===== config.mk =====
export PLATFORM = sky130hd
export DESIGN_NAME = reg_bank_ab
export DESIGN_NICKNAME = d
export VERILOG_FILES = /design/src/rtl/mips_pkg.sv /design/src/rtl/ab_latch.sv /design/src/rtl/reg_bank_ab.sv
export SDC_FILE = /design/constraint.sdc
export NUM_CORES = 2
export LEC_CHECK = 0
export CAP_MARGIN = 20
export CORE_MARGIN = 1.5
export CORE_UTILIZATION = 60
export DETAILED_ROUTE_END_ITERATION = 8
export GPL_TIMING_DRIVEN = 0
export MAX_ROUTING_LAYER = met4
export PLACE_DENSITY = 0.79
export SLEW_MARGIN = 20
export SYNTH_ARGS = -nofsm -noshare
export SYNTH_HDL_FRONTEND = slang
export SYNTH_SLANG_ARGS = --single-unit

===== constraint.sdc =====
create_clock -name clk -period 5.1 [get_ports clk]
set_clock_uncertainty 0.2 [all_clocks]
set_input_delay 0.765 -clock clk [delete_from_list [all_inputs] [get_ports clk]]
set_output_delay 0.765 -clock clk [all_outputs]
set_load 0.01 [all_outputs]

===== src/rtl/mips_pkg.sv =====
// ----------------------------------------------------------------------------
// mips_pkg
//   Shared constants for the multi-cycle MIPS datapath: data/index widths,
//   architecturally special register indices, the stack-pointer reset value,
//   and the RegDst destination-mux select encoding with a helper that
//   resolves a select into a register index.
// ----------------------------------------------------------------------------
package mips_pkg;

    localparam int DATA_W = 32;
    localparam int ADDR_W = 5;

    localparam logic [4:0] REG_ZERO = 5'd0;
    localparam logic [4:0] REG_SP   = 5'd29;
    localparam logic [4:0] REG_RA   = 5'd31;

    localparam int unsigned SP_INIT = 227;

    // RegDst mux select: which field or fixed register becomes the write index.
    typedef enum logic [2:0] {
        REGDST_RT = 3'd0,
        REGDST_RD = 3'd1,
        REGDST_RS = 3'd2,
        REGDST_SP = 3'd3,
        REGDST_RA = 3'd4
    } regdst_sel_e;

    function automatic logic [4:0] regdst_addr(input regdst_sel_e sel,
                                               input logic [4:0]  rs,
                                               input logic [4:0]  rt,
                                               input logic [4:0]  rd);
        logic [4:0] addr;
        case (sel)
            REGDST_RT: addr = rt;
            REGDST_RD: addr = rd;
            REGDST_RS: addr = rs;
            REGDST_SP: addr = REG_SP;
            REGDST_RA: addr = REG_RA;
            default:   addr = rt;
        endcase
        return addr;
    endfunction

endpackage


===== src/rtl/ab_latch.sv =====
// ----------------------------------------------------------------------------
// ab_latch
//   Operand holding register (A or B) with load enable.
//   Ports:
//     clk    in   rising-edge clock
//     rst_n  in   asynchronous active-low reset, clears q
//     load   in   capture d on the next rising edge, otherwise hold
//     d      in   DATA_W operand from a register-bank read port
//     q      out  DATA_W registered operand
// ----------------------------------------------------------------------------
module ab_latch
    import mips_pkg::*;
#(
    parameter int DATA_W = mips_pkg::DATA_W
) (
    input  logic              clk,
    input  logic              rst_n,
    input  logic              load,
    input  logic [DATA_W-1:0] d,
    output logic [DATA_W-1:0] q
);

    always_ff @(posedge clk or negedge rst_n) begin
        if (!rst_n) begin
            q <= '0;
        end else if (load) begin
            q <= d;
        end
    end

endmodule


===== src/rtl/reg_bank_ab.sv =====
// ----------------------------------------------------------------------------
// reg_bank_ab
//   32x32 general-purpose register bank for the multi-cycle MIPS datapath,
//   with the A/B operand registers that feed the ALU-source muxes.
//   $0 reads as zero and ignores writes; $SP_IDX resets to SP_INIT.
//
//   Build option: define REG_BANK_BYPASS_EN to forward write_data onto a
//   read port whose index matches an active write in the same cycle
//   (write-through). Without it a same-cycle read returns the old value.
//
//   Ports:
//     clk         in   rising-edge clock
//     reset_n     in   asynchronous active-low reset
//     reg_write   in   write enable
//     write_addr  in   ADDR_W destination index (RegDst mux output)
//     write_data  in   DATA_W write-back data (MemToReg mux output)
//     read_addr1  in   ADDR_W rs index
//     read_addr2  in   ADDR_W rt index
//     a_load      in   capture read_data1 into a_out
//     b_load      in   capture read_data2 into b_out
//     read_data1  out  DATA_W combinational read of read_addr1
//     read_data2  out  DATA_W combinational read of read_addr2
//     a_out       out  DATA_W registered operand A
//     b_out       out  DATA_W registered operand B
// ----------------------------------------------------------------------------
module reg_bank_ab
    import mips_pkg::*;
#(
    parameter int          DATA_W  = mips_pkg::DATA_W,
    parameter int          ADDR_W  = mips_pkg::ADDR_W,
    parameter int          SP_IDX  = 29,
    parameter int unsigned SP_INIT = mips_pkg::SP_INIT
) (
    input  logic              clk,
    input  logic              reset_n,
    input  logic              reg_write,
    input  logic [ADDR_W-1:0] write_addr,
    input  logic [DATA_W-1:0] write_data,
    input  logic [ADDR_W-1:0] read_addr1,
    input  logic [ADDR_W-1:0] read_addr2,
    input  logic              a_load,
    input  logic              b_load,
    output logic [DATA_W-1:0] read_data1,
    output logic [DATA_W-1:0] read_data2,
    output logic [DATA_W-1:0] a_out,
    output logic [DATA_W-1:0] b_out
);

    localparam int                NREG      = 2 ** ADDR_W;
    localparam logic [DATA_W-1:0] SP_RESET  = DATA_W'(SP_INIT);

    logic [DATA_W-1:0] regs [NREG];
    logic              wr_en;

    // $0 is never stored to, so its array slot stays at its reset value.
    assign wr_en = reg_write && (write_addr != '0);

    always_ff @(posedge clk or negedge reset_n) begin
        if (!reset_n) begin
            for (int i = 0; i < NREG; i++) begin
                regs[i] <= (i == SP_IDX) ? SP_RESET : '0;
            end
        end else if (wr_en) begin
            regs[write_addr] <= write_data;
        end
    end

`ifdef REG_BANK_BYPASS_EN
    // Write-through: a matching in-flight write wins over the stored value,
    // so an operand register loaded this cycle already sees the new data.
    logic fwd1, fwd2;

    assign fwd1 = wr_en && (write_addr == read_addr1);
    assign fwd2 = wr_en && (write_addr == read_addr2);

    assign read_data1 = (read_addr1 == '0) ? '0 :
                        fwd1               ? write_data : regs[read_addr1];
    assign read_data2 = (read_addr2 == '0) ? '0 :
                        fwd2               ? write_data : regs[read_addr2];
`else
    assign read_data1 = (read_addr1 == '0) ? '0 : regs[read_addr1];
    assign read_data2 = (read_addr2 == '0) ? '0 : regs[read_addr2];
`endif

    ab_latch #(.DATA_W(DATA_W)) u_a_latch (
        .clk   (clk),
        .rst_n (reset_n),
        .load  (a_load),
        .d     (read_data1),
        .q     (a_out)
    );

    ab_latch #(.DATA_W(DATA_W)) u_b_latch (
        .clk   (clk),
        .rst_n (reset_n),
        .load  (b_load),
        .d     (read_data2),
        .q     (b_out)
    );

endmodule


After elaboration in Yosys (flattened, before gate mapping)
Cells that the tools add are included.
{"block": "word_totals", "reg_bits": 1088, "latchBits": 0, "ramBits": 0, "mem_bits_ro": 0, "in_bits": 52, "output_inout_bits": 128, "mem_count": 0}
{"block": "classes", "add_sub_neg": 0, "mul": 0, "div": 0, "n_lt_le_gt_ge": 4, "eq_ne": 0, "shifts": 0, "mux": 11, "bitwise_logic": 3, "n_reduce_logical": 5}
{"cell": "bitwise mux 1024 bit", "count": 1}
{"cell": "binary-select mux 32 bit (select 5 bit)", "count": 2}
{"cell": "two-way mux 32 bit", "count": 7}
{"cell": "demux 32 bit (select 5 bit)", "count": 1}
{"cell": "greater-or-equal comparator 6 bit, second input constant", "count": 3}
{"cell": "NOT 5 -> 6 bit", "count": 3}
{"cell": "logical NOT 5 bit", "count": 2}
{"cell": "less-than comparator 6 x 1 -> 1 bit, second input constant", "count": 1}
{"cell": "nonzero test 5 bit", "count": 1}
{"cell": "logical AND 1 bit", "count": 2}

Logic depth before layout (Yosys ltp)
{"block": "logic_depth", "word_depth": 6, "depth_mapped": 10, "ltp_nobuf": 5}

Modules after synthesis
Synthesis repeated with hierarchy kept, for this count alone.
{"block": "unflattened", "cells_unflattened": 3800, "hier_area_um2": 56982.2}
{"module": "reg_bank_ab", "instances": 1, "cells_each": 3664, "area_each_um2": 54292.1, "seq_area_each_um2": 25630.8}
{"module": "ab_latch", "instances": 2, "cells_each": 68, "area_each_um2": 1345.0, "seq_area_each_um2": 800.8}

Worst setup path after synthesis
No wires, ideal clock.
{"block": "synth_path", "path_type": "in2out", "start": "in read_addr1[0]", "end": "out read_data1[2]", "arrival_time_ns": 2.381, "required_time_ns": 4.135, "path_slack_ns": 1.754, "cell_stages": 10, "path_buffers": 5, "path_cell_list": "buf_4 -> buf_8 -> buf_12 -> buf_6 -> buf_6 -> mux2i_1 -> a22o_1 -> a221oi_2 -> o21bai_1 -> nor3_1"}
{"block": "synth_via", "elab_chain_len": 5}
{"item": "start, declared", "line": "reg_bank_ab.sv:39", "rtl": "input logic [ADDR_W-1:0] read_addr1,"}
{"item": "NOT 5 -> 6 bit (not written as such)", "line": "reg_bank_ab.sv:81", "rtl": "assign read_data1 = (read_addr1 == '0) ? '0 : regs[read_addr1];"}
{"item": "binary-select mux 32 bit (select 5 bit)", "line": "reg_bank_ab.sv:81"}
{"item": "two-way mux 32 bit (not written as such) (2 in series)", "line": "reg_bank_ab.sv:81"}
{"item": "two-way mux 32 bit (*)", "line": "reg_bank_ab.sv:81"}
{"item": "end, declared", "line": "reg_bank_ab.sv:43", "rtl": "output logic [DATA_W-1:0] read_data1,"}
Mark *: on every way between the ends. The rest lies on a longest branch, timed or not. The select of a mux whose other input is x is not followed.

Final worst setup path
{"block": "layout_path", "start": "in read_addr2[2]", "end": "out read_data2[14]"}
{"block": "layout_via", "elab_chain_len": 5}
{"item": "start, declared", "line": "reg_bank_ab.sv:40", "rtl": "input logic [ADDR_W-1:0] read_addr2,"}
{"item": "NOT 5 -> 6 bit (not written as such)", "line": "reg_bank_ab.sv:82", "rtl": "assign read_data2 = (read_addr2 == '0) ? '0 : regs[read_addr2];"}
{"item": "binary-select mux 32 bit (select 5 bit)", "line": "reg_bank_ab.sv:82"}
{"item": "two-way mux 32 bit (not written as such) (2 in series)", "line": "reg_bank_ab.sv:82"}
{"item": "two-way mux 32 bit (*)", "line": "reg_bank_ab.sv:82"}
{"item": "end, declared", "line": "reg_bank_ab.sv:44", "rtl": "output logic [DATA_W-1:0] read_data2,"}
Marked as above.

==> impl_metrics.ini <==
[logic_synthesis]
ys_ff_latch = 1088
synthCells = 4418
yosys.area_share.adder_pct = 0
synth_enable_flop_cells = 0
ys_warn_count = 0
yosysUniqueCellTypes = 47
ys_seq_area_share_pct = 46.6
netlist_area_um2 = 58400
synth_ff_type = dfrtp_1
synthArstFlopShare_pct = 100
synth_top_family_by_area = multiplexers
syn_area_per_cell_um2 = 13.2
synth_nets = 4470
yosys.area_share.simple_pct = 2.08
synth-xor-area-share_pct = 0
synthMuxAreaShare_pct = 39.7
synth_compound_area_share_pct = 7.49

[clock_network]
cts_sinks = 1088
clock_latency_ns = 0.75
cts_buffers = 118
cts_root_buffer = clkbuf_16
cts_tree = built
cts.path.max_buffers = 3
htreeDepth = 3
clk_pin_slew_worst_paths_ns = 0.05

[routing]
drt-pass1-iter-count = 6
first_iter_violations = 6825
wire_per_inst_um = 38.9
vias_per_cell = 7.26
routed_wl_um = 238000
drc = 0
postRouteAntennaNets = 0
via_count = 44400

[setup_path]
worst-path-max-fanout = 11
ff2ff_setup_slack_ns = 2.53
cp_common_cell = buf_2
crit_chain = buf_2 -> nor2b_1 -> buf_2 -> buf_2 -> clkbuf_2 -> a22oi_1 -> a31oi_1 -> a311oi_4 -> buf_4 -> clkdlybuf4s50_1
cp-start-kind = primary input
crit_required_ns = 4.14
cp_slowest_cell = buf_2
cpPeakStageDelay_ns = 0.65
path_class = in -> out
arrival_ns = 4.27
crit_path_end_kind = primary output

[global_routing]
busiest_layer = met2
grt_pass1_vias = 43100
grt_pass1_wl_um = 329000
grt_overflow = 0
grt_max_degree = 148
grtUsageMet3_pct = 22.0
antenna_found_initial = 15
grt_usage_pct = 49.2
met1_usage_pct = 60.0
grt.met2_usage_pct = 65.3

[final_layout]
fin_area_um2 = 66900
area_growth_pct = 14.6
finalNetCount = 4778
drive_gt1_share_pct = 35.7
stdcell_count = 6122
fin_util_pct = 69.3

[placed_design]
dp_slack_ns = -1.68
dp.cells = 5878
globalplace.congestion = 1.04
io_buffers = 173
dp_hpwl_um = 169000
placed_cell_area_um2 = 62100

[floorplanning]
pin_count = 180
die_area_um2 = 99200
initial_core_util_pct = 60.5
die_y_um = 315
core_um2 = 96600
rows = 114
fp.dieW_um = 315

[pwr]
max-vdd-ir-drop_uv = 302
power_density_nw_per_um2 = 401
power_leakage_uw = 0.0303

[sta]
drv_slew = 0
slew_headroom_pct = 5.52
period_minus_slack_ns = 5.24
min_period_over_period_pct = 103
setup_viol = 28
hold_viol = 0
setup_slack_ns = -0.136
max_freq_mhz = 191
tightest_slew_ns = 1.42

[run]
maxCapViolations = 0

[run_status]
outcome = finished, violations left
violations = negative setup slack

[hold_path]
hold_class = reg -> reg
==> Yosys cell counts, drive strengths merged, types with 2 or more instances <==
library cell	n	area (um2)
a22o	2	17.5
nand4	14	87.6
mux4	128	2950
nor3b	4	30.0
or2	46	288
buf	227	1470
and3	2	12.5
clkbuf	250	947
mux2i	813	8140
a31oi	33	206
mux2	1073	12100
nand3	9	45.0
a41oi	30	263
nor3	2	10.0
nor2	22	85.1
and2	2	12.5
a311oi	22	193
a21oi	125	626
dfrtp	1083	27100
nand3b	4	30.0
nor2b	5	31.3
a2111oi	41	628
a22oi	317	2380
inv	3	11.3
dfstp	5	131
nand2	146	548
==> placed cells by master (no fill, tap or decap), types with 24 or more instances in the layout <==
cell type        instances
a21oi_1                117
a31oi_1                 31
mux4_2                 111
nand2_1                146
dfrtp_1               1083
clkbuf_16              123
buf_1                   47
clkbuf_8                28
mux2_2                1073
clkbuf_1               224
buf_4                   80
a41oi_1                 26
or2_2                   24
buf_6                   31
clkbuf_2                40
mux2i_1                813
a22oi_1                317
clkdlybuf4s50_1        170
buf_2                   62
==> flip-flops by register name, summed over array words and instances (netlist names) <==
register / count
u_a_latch.q: 32
u_b_latch.q: 32
regs: 1024
==> power breakdown <==
part           internal, uW  switching, uW  total, uW
Clock                  5500           3770       9260
Sequential            10300           1360      11600
Combinational          2950           2970       5930
Total                 18700           8100      26800
==> layer usage <==
| metal | wire length (um) | share of wire (%) |
|---|---|---|
| met1 | 86000 | 36 |
| met2 | 97500 | 41 |
| met3 | 35800 | 15 |
| met4 | 19000 | 8.0 |
| met5 | 0 | 0 |
==> kinds of logic after synthesis <==
kind of cell	count (synthesis)
compound gates	576
buf+inv	480
flops	1088
mux	2014
simple gates	260
==> path summary, 6_finish.rpt <==
| check | from | endpoint | cells past startpoint |
|---|---|---|---|
| worst min-delay path | regs[1015] | regs[1015] | 1 |
| max in group asynchronous | reset_n | regs[1015] | 6 |
| min in group asynchronous | reset_n | regs[263] | 2 |
| worst max register to register | regs[173] | u_a_latch.q[13] | 5 |
| worst min register to register | regs[1015] | regs[1015] | 1 |
| worst max-delay path | read_addr2[2] | read_data2[14] | 10 |
==> repair_timing <==
item | in CTS | in global routing
resized for setup | 112 | 24
hold endpoints to repair | 46 | 0
setup endpoints to repair | 64 | 27
pin swaps | 5 | 5
hold buffers | 1 | 0
setup buffers | 2 | 1
==> metrics by stage <==
step                      total power, uW  setup TNS (ns)  hold WS, ns
final                               26800           -1.44        0.281
after global routing                27500         -0.0211        0.304
after CTS                           26400         -0.0213        0.282
after detailed placement            17300          -47.71        0.269
after global placement              17000               -        0.263
after floorplan                     15000               0        0.249
==> layout make-up <==
| type | count | area [um2] |
|---|---|---|
| repair buffers | 188 | 2080 |
| clock buffers | 174 | 3550 |
| fillers | 6983 | 29600 |
| flip-flops and latches | 1088 | 27200 |
| well taps | 1276 | 1600 |
| diodes | 23 | 57.6 |
| clock inverters | 43 | 607 |
| multi-input cells | 2850 | 29200 |
| plain buffers | 477 | 2580 |
| inverters | 3 | 11.3 |
==> worst max-delay path: cells and delay by family <==
family                 cells  cell delay (ns)
AO/OA/AOI/OAI              3             0.84
AND/OR/NAND/NOR            1             0.17
buffers and inverters      6             2.45
No activity file was read; power rests on OpenSTA's default activity.
